## src/rtl/id_ex.sv

```systemverilog
// ID/EX pipeline register: holds decode-stage control, operands and register
// specifiers for one cycle and presents them to the EX stage.
// Every output comes straight from a flop; there is no input-to-output path.
module id_ex #(
  parameter int DATA_W = 32,
  parameter int REG_W  = 5
) (
  input  logic              clk,
  input  logic              reset,
  input  logic              RegWrite_in,
  input  logic              MemtoReg_in,
  input  logic              MemRead_in,
  input  logic              MemWrite_in,
  input  logic              RegDst_in,
  input  logic [1:0]        ALU_Op_in,
  input  logic              ALU_Src_in,
  input  logic [DATA_W-1:0] Read_Data_1_in,
  input  logic [DATA_W-1:0] Read_Data_2_in,
  input  logic [DATA_W-1:0] sign_extend_in,
  input  logic [REG_W-1:0]  IF_ID_Rs_in,
  input  logic [REG_W-1:0]  IF_ID_Rt_in,
  input  logic [REG_W-1:0]  ID_Rd_in,
  output logic              RegWrite_out,
  output logic              MemtoReg_out,
  output logic              MemRead_out,
  output logic              MemWrite_out,
  output logic              RegDst_out,
  output logic [1:0]        ALU_Op_out,
  output logic              ALU_Src_out,
  output logic [DATA_W-1:0] Read_Data_1_out,
  output logic [DATA_W-1:0] Read_Data_2_out,
  output logic [DATA_W-1:0] sign_extend_out,
  output logic [REG_W-1:0]  ID_EX_Rs_Forward_out,
  output logic [REG_W-1:0]  ID_EX_Rt_Forward_out,
  output logic [REG_W-1:0]  ID_EX_Rs_MUX_out,
  output logic [REG_W-1:0]  ID_EX_Rt_MUX_out
);

  // Capture every field each edge; reset wins and zeroes the stage into a bubble.
  // Rt is stored twice on purpose: once for forwarding, once as RegDst mux input 0.
  always_ff @(posedge clk) begin
    if (reset) begin
      RegWrite_out         <= 1'b0;
      MemtoReg_out         <= 1'b0;
      MemRead_out          <= 1'b0;
      MemWrite_out         <= 1'b0;
      RegDst_out           <= 1'b0;
      ALU_Op_out           <= 2'b00;
      ALU_Src_out          <= 1'b0;
      Read_Data_1_out      <= '0;
      Read_Data_2_out      <= '0;
      sign_extend_out      <= '0;
      ID_EX_Rs_Forward_out <= '0;
      ID_EX_Rt_Forward_out <= '0;
      ID_EX_Rs_MUX_out     <= '0;
      ID_EX_Rt_MUX_out     <= '0;
    end else begin
      RegWrite_out         <= RegWrite_in;
      MemtoReg_out         <= MemtoReg_in;
      MemRead_out          <= MemRead_in;
      MemWrite_out         <= MemWrite_in;
      RegDst_out           <= RegDst_in;
      ALU_Op_out           <= ALU_Op_in;
      ALU_Src_out          <= ALU_Src_in;
      Read_Data_1_out      <= Read_Data_1_in;
      Read_Data_2_out      <= Read_Data_2_in;
      sign_extend_out      <= sign_extend_in;
      ID_EX_Rs_Forward_out <= IF_ID_Rs_in;
      ID_EX_Rt_Forward_out <= IF_ID_Rt_in;
      ID_EX_Rs_MUX_out     <= IF_ID_Rt_in;
      ID_EX_Rt_MUX_out     <= ID_Rd_in;
    end
  end

endmodule

```

## config.mk

```make
export PLATFORM = sky130hd
export DESIGN_NAME = id_ex
export DESIGN_NICKNAME = d
export VERILOG_FILES = /design/src/rtl/id_ex.sv
export SDC_FILE = /design/constraint.sdc
export NUM_CORES = 1
export LEC_CHECK = 0
export CAP_MARGIN = 0
export CORE_ASPECT_RATIO = 1.75
export CORE_MARGIN = 2
export CORE_UTILIZATION = 33
export DETAILED_ROUTE_END_ITERATION = 8
export GPL_TIMING_DRIVEN = 0
export PLACE_DENSITY = 0.9
export REMOVE_ABC_BUFFERS = 1
export SYNTH_ARGS = -nofsm -noshare
export SYNTH_HDL_FRONTEND = slang
export SYNTH_SLANG_ARGS = --single-unit
```

## constraint.sdc

```tcl
create_clock -name clk -period 0.8 [get_ports clk]
set_input_delay 0.24 -clock clk [delete_from_list [all_inputs] [get_ports clk]]
set_output_delay 0.24 -clock clk [all_outputs]
set_load 0.03 [all_outputs]
```

# After elaboration in Yosys (flattened, before gate mapping)
# Index checks and enable logic that the tools add are counted.
# word_totals
input_bits,121
word_cells,13
output_inout_bits,124
reg_bits,119

# Depth between registers and ports, before layout
# Gate-level depths: netlist of the first run.
# logic_depth
ltp_word,0
depth_mapped,3
mapped_depth_nobuf,1

# Least setup slack after synthesis of the first run
# No wires, ideal clock.
# synth_path
kind,reg-to-output
start,register ID_EX_Rs_MUX_out[0] (netlist name)
end,output ID_EX_Rt_Forward_out[0]
arrival_time_ps,700
n_path_buf,1
stages_incl_launch_ff,2
setup_slack_ps,-140
required_ps,560
path_cell_list,dfxtp_1 > buf_4
# synth_lines
element,line_no,source
"end, declared",34,"output logic [REG_W-1:0] ID_EX_Rt_Forward_out,"

==> results of run 1 <==
-- power by group --
part / internal [mW] / switching [mW] / total (mW) / leakage (nW)
Sequential: 6.32 / 0.156 / 6.47 / 1.02
Clock: 5.61 / 2.62 / 8.23 / 0.311
Combinational: 1.27 / 1.05 / 2.31 / 1.50
-- layout make-up --
type,count,area [sq um]
multi-input combinational,119,744
timing repair buffer,245,2620
tap,125,156
sequential,119,2530
clock buffer,20,447
clock inverter,12,198
fill,670,3030
-- cells in the final DEF, fill, tap and decap left out --
cell type	netlist	layout
clkinv_2	0	3
clkdlybuf4s50_1	0	119
clkbuf_1	0	2
dfxtp_4	0	1
dfxtp_2	0	118
buf_6	1	124
buf_8	0	1
clkinvlp_4	0	2
nor2b_1	119	119
clkbuf_16	0	17
buf_12	0	1
inv_6	0	2
clkbuf_8	0	1
bufinv_16	0	5
-- cell usage after synthesis --
cell     count
dfxtp_1    119
nor2b_1    119
buf_4       14
buf_2        3
buf_6        1
-- final timing paths --
check,endpoint,slack [ns],depth (start not counted)
setup / recovery,ID_EX_Rt_Forward_out[3],-0.32,1
hold / removal,sign_extend_out[3]$_SDFF_PP0_,0.22,2
-- state kept, by name (all words and copies together), names as in the netlist --
signal	cells
sign_extend_out	32
ID_EX_Rt_MUX_out	5
ID_EX_Rs_MUX_out	5
MemRead_out	1
RegDst_out	1
Read_Data_2_out	32
MemWrite_out	1
MemtoReg_out	1
ALU_Op_out	2
ALU_Src_out	1
Read_Data_1_out	32
ID_EX_Rs_Forward_out	5
RegWrite_out	1
-- logic make-up (layout without fill, tap and decap cells) --
family / Yosys count / in the layout / share of synthesized area (%)
AND/OR/NAND/NOR: 119 / 119 / 22.8
flip-flops: 119 / 119 / 73.1
buffers and inverters: 18 / 277 / 4.03
-- what timing repair did --
| item | 4_1_cts | 5_1_grt |
|---|---|---|
| endpoints found under the setup margin | 183 | 131 |
| buffers inserted | 0 | 0 |
| pin swaps | 0 | 0 |
| resized for setup | 988 | 3 |
-- layer usage --
metal,GRT usage (%),vias to the layer above,share of wire (%)
li1,-,1255,-
met1,15.1,1177,33
met2,32.7,132,58
met3,7.73,16,7.1
met4,9.48,0,2.4
met5,0,-,0
-- per-stage QoR --
stage / cell area [sq um] / hold WS [ns] / util (%) / TNS [ns]
after floorplan: 3130 / 0.312 / - / -0.914
after global placement: 5730 / 0.798 / 58.8 / -401.19
after detailed placement: 5740 / 0.755 / 59.0 / -90.39
after CTS: 6700 / 0.238 / 68.8 / -37.07
after global routing: 6700 / 0.218 / 68.9 / -39.44
final: 6700 / 0.220 / 68.9 / -34.98
==> metrics.yaml, run 1 <==
setup_path:
  cp_top_family: "flip-flops"
  crit_type: "flip-flop to output port"
  cp-start-kind: "flip-flop"
  max_stage_delay_ns: 0.36
  crit_fanout: 2
  slowest_stage: "dfxtp_4"
  crit_path_start: "ID_EX_Rs_MUX_out[3]$_SDFF_PP0_"
  crit_arrival_ns: 0.88
  critPathRequiredTime_ns: 0.56
  crit_buf_inv: 1
  crit_chain: "buf_6"
  endpoint_kind: "output port"
floorplan:
  dieArea_sq_mm: 0.0107
  placementRows: 48
  initial_core_util_pct: 33.5
  coreArea_sq_mm: 0.00973
  ioPinCount: 245
  fp.dieW_microns: 79.1
  fp.dieH_microns: 135
routing:
  via_per_inst: 4.03
  wl_per_cell_microns: 15.0
  vias: 2580
  drc: 0
  dr.first_iter.drc_count: 43
  totalWireLength_mm: 9.58
  firstDrtPassIters: 4
  drtAntennaViolNets: 0
run_status:
  violations: "negative setup slack"
  run_status: "finished with violations"
sta:
  min_period_ns: 1.12
  rsz0062_at_grt: "true"
  fin_ws_ns: -0.323
  slew_headroom_pct: 76.0
  worst_pin_slew_ns: 0.360
  fmax_ghz: 0.891
  slew_viol_final: 0
  hold_violations: 0
  finalSetupViolCount: 124
  fin_crit_sh_pct: 140
synth:
  synth_cell_types: 5
  yosys-top-cells-area: "dfxtp_1 73%, nor2b_1 23%, buf_4 3.2%"
  synthesis.area_per_instance_sq_um: 12.7
  synth-seq-cells: 119
  netlist_area_sq_mm: 0.00326
  synth.yosys.seq_area_share_pct: 73.1
  yosysWarnings: 0
  synth_top_cell_by_area: "dfxtp_1"
  synth_top_area_share_pct: 73.1
  synth_cells: 256
clocking:
  cts_buffer_depth: 2
  cts_hold_buf: 0
  tritoncts: "yes"
  h-tree-depth: 4
  clk_pin_slew_ns: 0.05
  clock-sinks: 119
  numCtsBuffers: 17
  root_buffer: "clkbuf_16"
grt:
  grt_max_degree: 62
  grt_first_pass_wirelength_mm: 13.7
  antenna_found_initial: 0
  overflow: 0
  grt_pass1_vias: 2755
  track_usage_pct: 17.5
final_layout:
  drive_above_1_share_pct: 53.4
  final_nets: 623
  area_growth_pct: 106
  fin_cells: 640
  diodes: 0
pwr:
  ir_drop_v: 0.00194
  power_mw: 17.0
  p_leak_nw: 2.83
  power.density_mw_per_mm2: 2540
place:
  dp_hpwl_mm: 6.70
  place_ws_ns: -0.519
  portBuffers: 244
  gp_congestion: 0.766
  placed_cells: 608
run:
  maxCapViolCount: 0
worst_hold_path:
  hold_path.class: "input pin to flip-flop"
  min_from: "reset"
(Power assumes the default switching activity.)
==> run 2, diff against run 1 <==
GPL_TIMING_DRIVEN = 1   (was 0)
SETUP_SLACK_MARGIN = 0.02   (was default)
==> metrics.yaml, run 2 (synthesized netlist as in run 1, its figures left out) <==
routing:
  top_layer_used: "met4"
  wl_per_cell_microns: 15.2  # +1.7%
  drc: 0  # unchanged
  met3WireLength_microns: 705  # +4.3%
  firstDrtPassIters: 4  # unchanged
  dr_wl_met2_mm: 5.41  # -1.8%
  via_per_inst: 4.08  # +1.3%
  vias: 2609  # +1.1%
  totalWireLength_mm: 9.72  # +1.5%
  drtAntennaViolNets: 0  # unchanged
  dr.first_iter.drc_count: 53  # +23%
  wl_met1_mm: 3.19  # +1.1%
run_status:
  violations: "negative setup slack"
  run_status: "finished with violations"
grt:
  grt_pass1_vias: 2879  # +4.5%
  grt_first_pass_wirelength_mm: 14.3  # +4.2%
  track_usage_pct: 18.0  # +0.49 points
  overflow: 0  # unchanged
  antenna_found_initial: 0  # unchanged
  grt_max_degree: 62  # unchanged
clocking:
  tritoncts: "yes"
  clk_pin_slew_ns: 0.05  # about the same
  post-cts-setup-buffer-count: 0  # unchanged
  numCtsBuffers: 17  # unchanged
  clock-sinks: 119  # unchanged
  h-tree-depth: 4  # unchanged
  cts_hold_buf: 0  # unchanged
  cts_buffer_depth: 2  # unchanged
  root_buffer: "clkbuf_16"
pwr:
  p_int_mw: 12.1  # -8.6%
  ir_drop_v: 0.00156  # -20%
  p_leak_nw: 2.81  # -0.86%
  power_mw: 15.8  # -7.4%
  p_sw_share_pct: 23.4  # +0.97 points
  combPwrFrac_pct: 14.9  # +1.3 points
  power.density_mw_per_mm2: 2360  # -6.9%
  p_clk_share_pct: 43.9  # -4.5 points
  p_sw_mw: 3.69  # -3.4%
  seq_power_share_pct: 41.2  # +3.2 points
final_layout:
  reg.largest.list: "Read_Data_1_out (32), Read_Data_2_out (32), sign_extend_out (32)"
  fin_util_pct: 68.5  # -0.41 points
  finalInstanceArea_sq_mm: 0.00666  # -0.60%
  area_growth_pct: 104
  fill_cells: 686  # +2.4%
  ff_latch_area_sq_mm: 0.00253  # unchanged
  final_nets: 624  # +0.16%
  multi_input_area_sq_um: 744  # unchanged
  mostFrequentLayoutCells: "119 x nor2b_1, 119 x clkdlybuf4s50_1, 119 x buf_6"
  drive_above_1_share_pct: 53.5  # +0.10 points
  diodes: 0  # unchanged
setup_path:
  critPathRequiredTime_ns: 0.56  # about the same
  cp-start-kind: "flip-flop"
  crit_arrival_ns: 0.88  # about the same
  crit_buf_inv: 1  # unchanged
  crit_fanout: 2  # unchanged
  crit_chain: "buf_6"
  crit_type: "flip-flop to output port"
  slowest_stage: "dfxtp_4"
  cp_top_family: "flip-flops"
  max_stage_delay_ns: 0.36  # about the same
  endpoint_kind: "output port"
run:
  maxCapViolCount: 0  # unchanged
floorplan:
  fp.dieH_microns: 135  # unchanged
  ioPinCount: 245  # unchanged
  dieArea_sq_mm: 0.0107  # unchanged
  coreArea_sq_mm: 0.00973  # unchanged
  fp.dieW_microns: 79.1  # unchanged
  initial_core_util_pct: 33.5  # unchanged
  placementRows: 48  # unchanged
sta:
  min_period_ns: 1.12  # +0.00206 ns
  slew_viol_final: 0  # unchanged
  worst_pin_slew_ns: 0.257  # -0.103 ns
  finalSetupViolCount: 124  # unchanged
  fin_ws_ns: -0.325  # -0.00206 ns
  slew_headroom_pct: 82.9  # +6.9 points
  fin_crit_sh_pct: 141  # +0.26 points
  rsz0062_at_grt: "true"
  fmax_ghz: 0.889  # -0.18%
  fin_hold_ws_ns: 0.311  # +0.0912 ns
  hold_violations: 0  # unchanged
place:
  gp_congestion: 0.760  # -0.72%
  portBuffers: 244  # unchanged
  dpl_cell_area_sq_mm: 0.00552  # -4.0%
  dp_hpwl_mm: 6.83  # +2.0%
  place_ws_ns: -0.132  # +0.387 ns
worst_hold_path:
  min_to: "Read_Data_1_out[17]$_SDFF_PP0_"
  min_from: "reset"
  hold_path_depth: 3  # +1
  hold_path.class: "input pin to flip-flop"
-- run 2: final cells by class --
type	instances	share of cell area [%]
clock buffers	21	7.06
repair buffers	246	40.2
flip-flops and latches	119	38.0
multi-input cells	119	11.2
well taps	125	2.35
clock inverters	9	1.16
-- run 2: worst max path at each step --
stage / endpoint / from / slack [ns] / cells after the start
global placement: ID_EX_Rt_MUX_out[3]$_SDFF_PP0_ / ID_Rd_in[3] / -0.11 / 2
detailed placement: Read_Data_2_out[8]$_SDFF_PP0_ / Read_Data_2_in[8] / -0.13 / 2
finish: ID_EX_Rt_Forward_out[3] / ID_EX_Rs_MUX_out[3]$_SDFF_PP0_ / -0.32 / 1
CTS: ID_EX_Rt_Forward_out[3] / ID_EX_Rs_MUX_out[3]$_SDFF_PP0_ / -0.35 / 1
floorplan: ID_EX_Rs_MUX_out[0] / ID_EX_Rs_MUX_out[0]$_SDFF_PP0_ / -0.09 / 0
global route: ID_EX_Rt_Forward_out[3] / ID_EX_Rs_MUX_out[3]$_SDFF_PP0_ / -0.36 / 1
-- run 2: per-layer routing --
metal	up-vias	GRT usage [%]
met5	-	0
met4	0	11.0
met3	32	6.40
met2	145	32.6
met1	1178	16.9
li1	1254	-
-- run 2: power groups by stage --
| stage | registers, mW | logic (mW) | clock network [mW] |
|---|---|---|---|
| floorplan | 7.14 | 0.197 | 0 |
| finish | 6.49 | 2.35 | 6.92 |
| detailed placement | 6.48 | 2.15 | 0 |
| CTS | 6.48 | 2.35 | 7.10 |
| global placement | 6.47 | 2.11 | 0 |
| global route | 6.51 | 2.46 | 7.35 |
-- run 2: what timing repair did --
item	4_1_cts	5_1_grt
gates cloned	0	0
endpoints found under the setup margin	124	124
resized for setup	238	1
-- run 2: metrics by stage --
stage,setup TNS [ns],cells
floorplan,-0.914,238
global placement,-9.02,609
detailed placement,-10.34,609
CTS,-37.52,639
global route,-38.44,639
finish,-34.65,639
==> run 3, diff against run 2 <==
ABC_AREA = 1   (was default)
CORE_ASPECT_RATIO = default   (was 1.75)
CORE_UTILIZATION = 34   (was 33)
GPL_ROUTABILITY_DRIVEN = 0   (was default)
==> metrics.yaml, run 3 <==
synth:
  yosys-top-cells-area: "dfxtp_1 69%, inv_1 13%, nor2_1 13%"
  synth_cells: 375  # +46%
  yosysWarnings: 0  # unchanged
  synth_common_cells: "119 x dfxtp_1, 119 x inv_1, 119 x nor2_1"
  synth_edf_count: 0  # unchanged
  synth_top_cell_by_area: "dfxtp_1"
  synth_top_area_share_pct: 68.9  # -4.2 points
  synth_cell_types: 5  # unchanged
  synth-main-ff-cell: "dfxtp_1"
  synthesis.area_per_instance_sq_um: 9.22  # -28%
  synth-seq-cells: 119  # unchanged
  async_flop_share_pct: 0  # unchanged
  netlist_area_sq_mm: 0.00346  # +6.1%
  synth.yosys.seq_area_share_pct: 68.9  # -4.2 points
grt:
  grt_max_degree: 63  # +1.6%
  grt_first_pass_wirelength_mm: 16.9  # +18%
  grt_pass1_vias: 3468  # +20%
  track_usage_pct: 20.0  # +2.0 points
  antenna_found_initial: 0  # unchanged
  overflow: 0  # unchanged
place:
  placed_cells: 736  # +21%
  dp_hpwl_mm: 7.15  # +4.7%
  portBuffers: 244  # unchanged
floorplan:
  initial_core_util_pct: 35.2  # +1.7 points
  fp.dieW_microns: 105  # +32%
  placementRows: 36  # -25%
  ioPinCount: 245  # unchanged
  coreArea_sq_mm: 0.00982  # +0.93%
  dieArea_sq_mm: 0.0110  # +2.5%
  fp.dieH_microns: 105  # -23%
final_layout:
  layout_commonest_cell: "buf_6"
  fin_cells: 766  # +20%
  final_nets: 743  # +19%
  drive_above_1_share_pct: 43.3  # -10 points
  area_growth_pct: 95.9
  mostFrequentLayoutCells: "120 x buf_6, 119 x inv_1, 119 x nor2_1, 119 x clkdlybuf4s50_1, 117 x dfxtp_2"
  diodes: 0  # unchanged
  fin_util_pct: 68.9  # +0.48 points
  fill_cells: 667  # -2.8%
  reg.largest.list: "Read_Data_1_out (32), Read_Data_2_out (32), sign_extend_out (32)"
worst_hold_path:
  hold_path_depth: 3  # unchanged
  hold_path.class: "input pin to flip-flop"
setup_path:
  crit_chain: "buf_6"
  cp_top_family: "flip-flops"
  max_stage_delay_ns: 0.36  # about the same
  slowest_stage: "dfxtp_4"
  crit_arrival_ns: 0.99  # +0.11 ns
  cp-start-kind: "flip-flop"
  crit_fanout: 2  # unchanged
  crit_type: "flip-flop to output port"
  critPathRequiredTime_ns: 0.56  # about the same
  endpoint_kind: "output port"
  cp_num_cells: 1  # unchanged
  crit_buf_inv: 1  # unchanged
sta:
  tns_ns: -47.91  # -13.26 ns
  min_period_ns: 1.23  # +0.106 ns
  worst_pin_slew_ns: 0.278  # +0.0210 ns
  slew_viol_final: 0  # unchanged
  finalSetupViolCount: 124  # unchanged
  rsz0062_at_grt: "true"
  fin_crit_sh_pct: 154  # +13 points
  fin_ws_ns: -0.430  # -0.106 ns
  slew_headroom_pct: 81.4  # -1.4 points
  hold_violations: 0  # unchanged
  fmax_ghz: 0.813  # -8.6%
clocking:
  tritoncts: "yes"
  numCtsBuffers: 17  # unchanged
  clk_pin_slew_ns: 0.05  # about the same
  h-tree-depth: 4  # unchanged
  root_buffer: "clkbuf_8"
  clock-sinks: 119  # unchanged
  cts_buffer_depth: 2  # unchanged
  post-cts-setup-buffer-count: 0  # unchanged
run:
  maxCapViolCount: 0  # unchanged
routing:
  via_per_inst: 4.05  # -0.82%
  vias: 3102  # +19%
  drtAntennaViolNets: 0  # unchanged
  wl_per_cell_microns: 14.2  # -6.9%
  firstDrtPassIters: 4  # unchanged
  totalWireLength_mm: 10.8  # +12%
  drc: 0  # unchanged
  dr.first_iter.drc_count: 73  # +38%
pwr:
  power_mw: 15.3  # -2.7%
  p_leak_nw: 3.39  # +21%
  ir_drop_v: 0.00101  # -35%
  power.density_mw_per_mm2: 2260  # -4.3%
run_status:
  violations: "negative setup slack"
  run_status: "finished with violations"
==> run 3: cells by family (layout without fill, tap and decap cells) <==
| group | after synthesis | in the layout | synth area share (%) |
|---|---|---|---|
| buffers and inverters | 137 | 395 | 18.1 |
| AND/OR/NAND/NOR | 119 | 119 | 12.9 |
| flip-flops | 119 | 119 | 68.9 |
==> run 3: cell type report <==
class | instances | area [sq um] | share of cell area [%]
clock buffer | 21 | 449 | 6.63
tap | 133 | 166 | 2.46
inverter | 119 | 447 | 6.60
clock inverter | 9 | 55.1 | 0.813
multi-input combinational | 119 | 447 | 6.60
sequential | 119 | 2540 | 37.5
timing repair buffer | 246 | 2670 | 39.4
==> run 3: path summary, 6_finish.rpt <==
kind / start / to / slack (ns)
setup / recovery: ID_EX_Rs_MUX_out[3]$_SDFF_PP0_ / ID_EX_Rs_MUX_out[3] / -0.43
hold / removal: reset / ID_EX_Rs_MUX_out[1]$_SDFF_PP0_ / 0.20
==> run 3: metrics by stage <==
| stage | cell area [sq um] | setup slack, ns | hold WS (ns) |
|---|---|---|---|
| finish | 6770 | -0.430 | 0.198 |
| global route | 6770 | -0.474 | 0.198 |
| CTS | 6770 | -0.469 | 0.188 |
| detailed placement | 5660 | -0.121 | 0.668 |
| global placement | 5660 | -0.0889 | 0.668 |
| floorplan | 3280 | -0.0914 | 0.311 |
==> run 3: timing repair <==
action,in CTS,in global routing
endpoints found under the hold margin,0,0
endpoints found under the setup margin,124,124
hold buffers,0,0
resized for setup,240,1
==> run 3: report_power, final <==
group | internal (mW) | switching (mW)
sequential | 6.32 | 0.175
combinational | 1.26 | 1.16
clock | 3.89 | 2.52
total | 11.5 | 3.85
==> run 3: routing by layer <==
layer	share of wire, %	track usage, %	wire, microns
met3	8.7	8.36	940
met5	0	0	0
met4	2.3	9.24	248
met2	55	38.6	6000
met1	34	17.8	3660
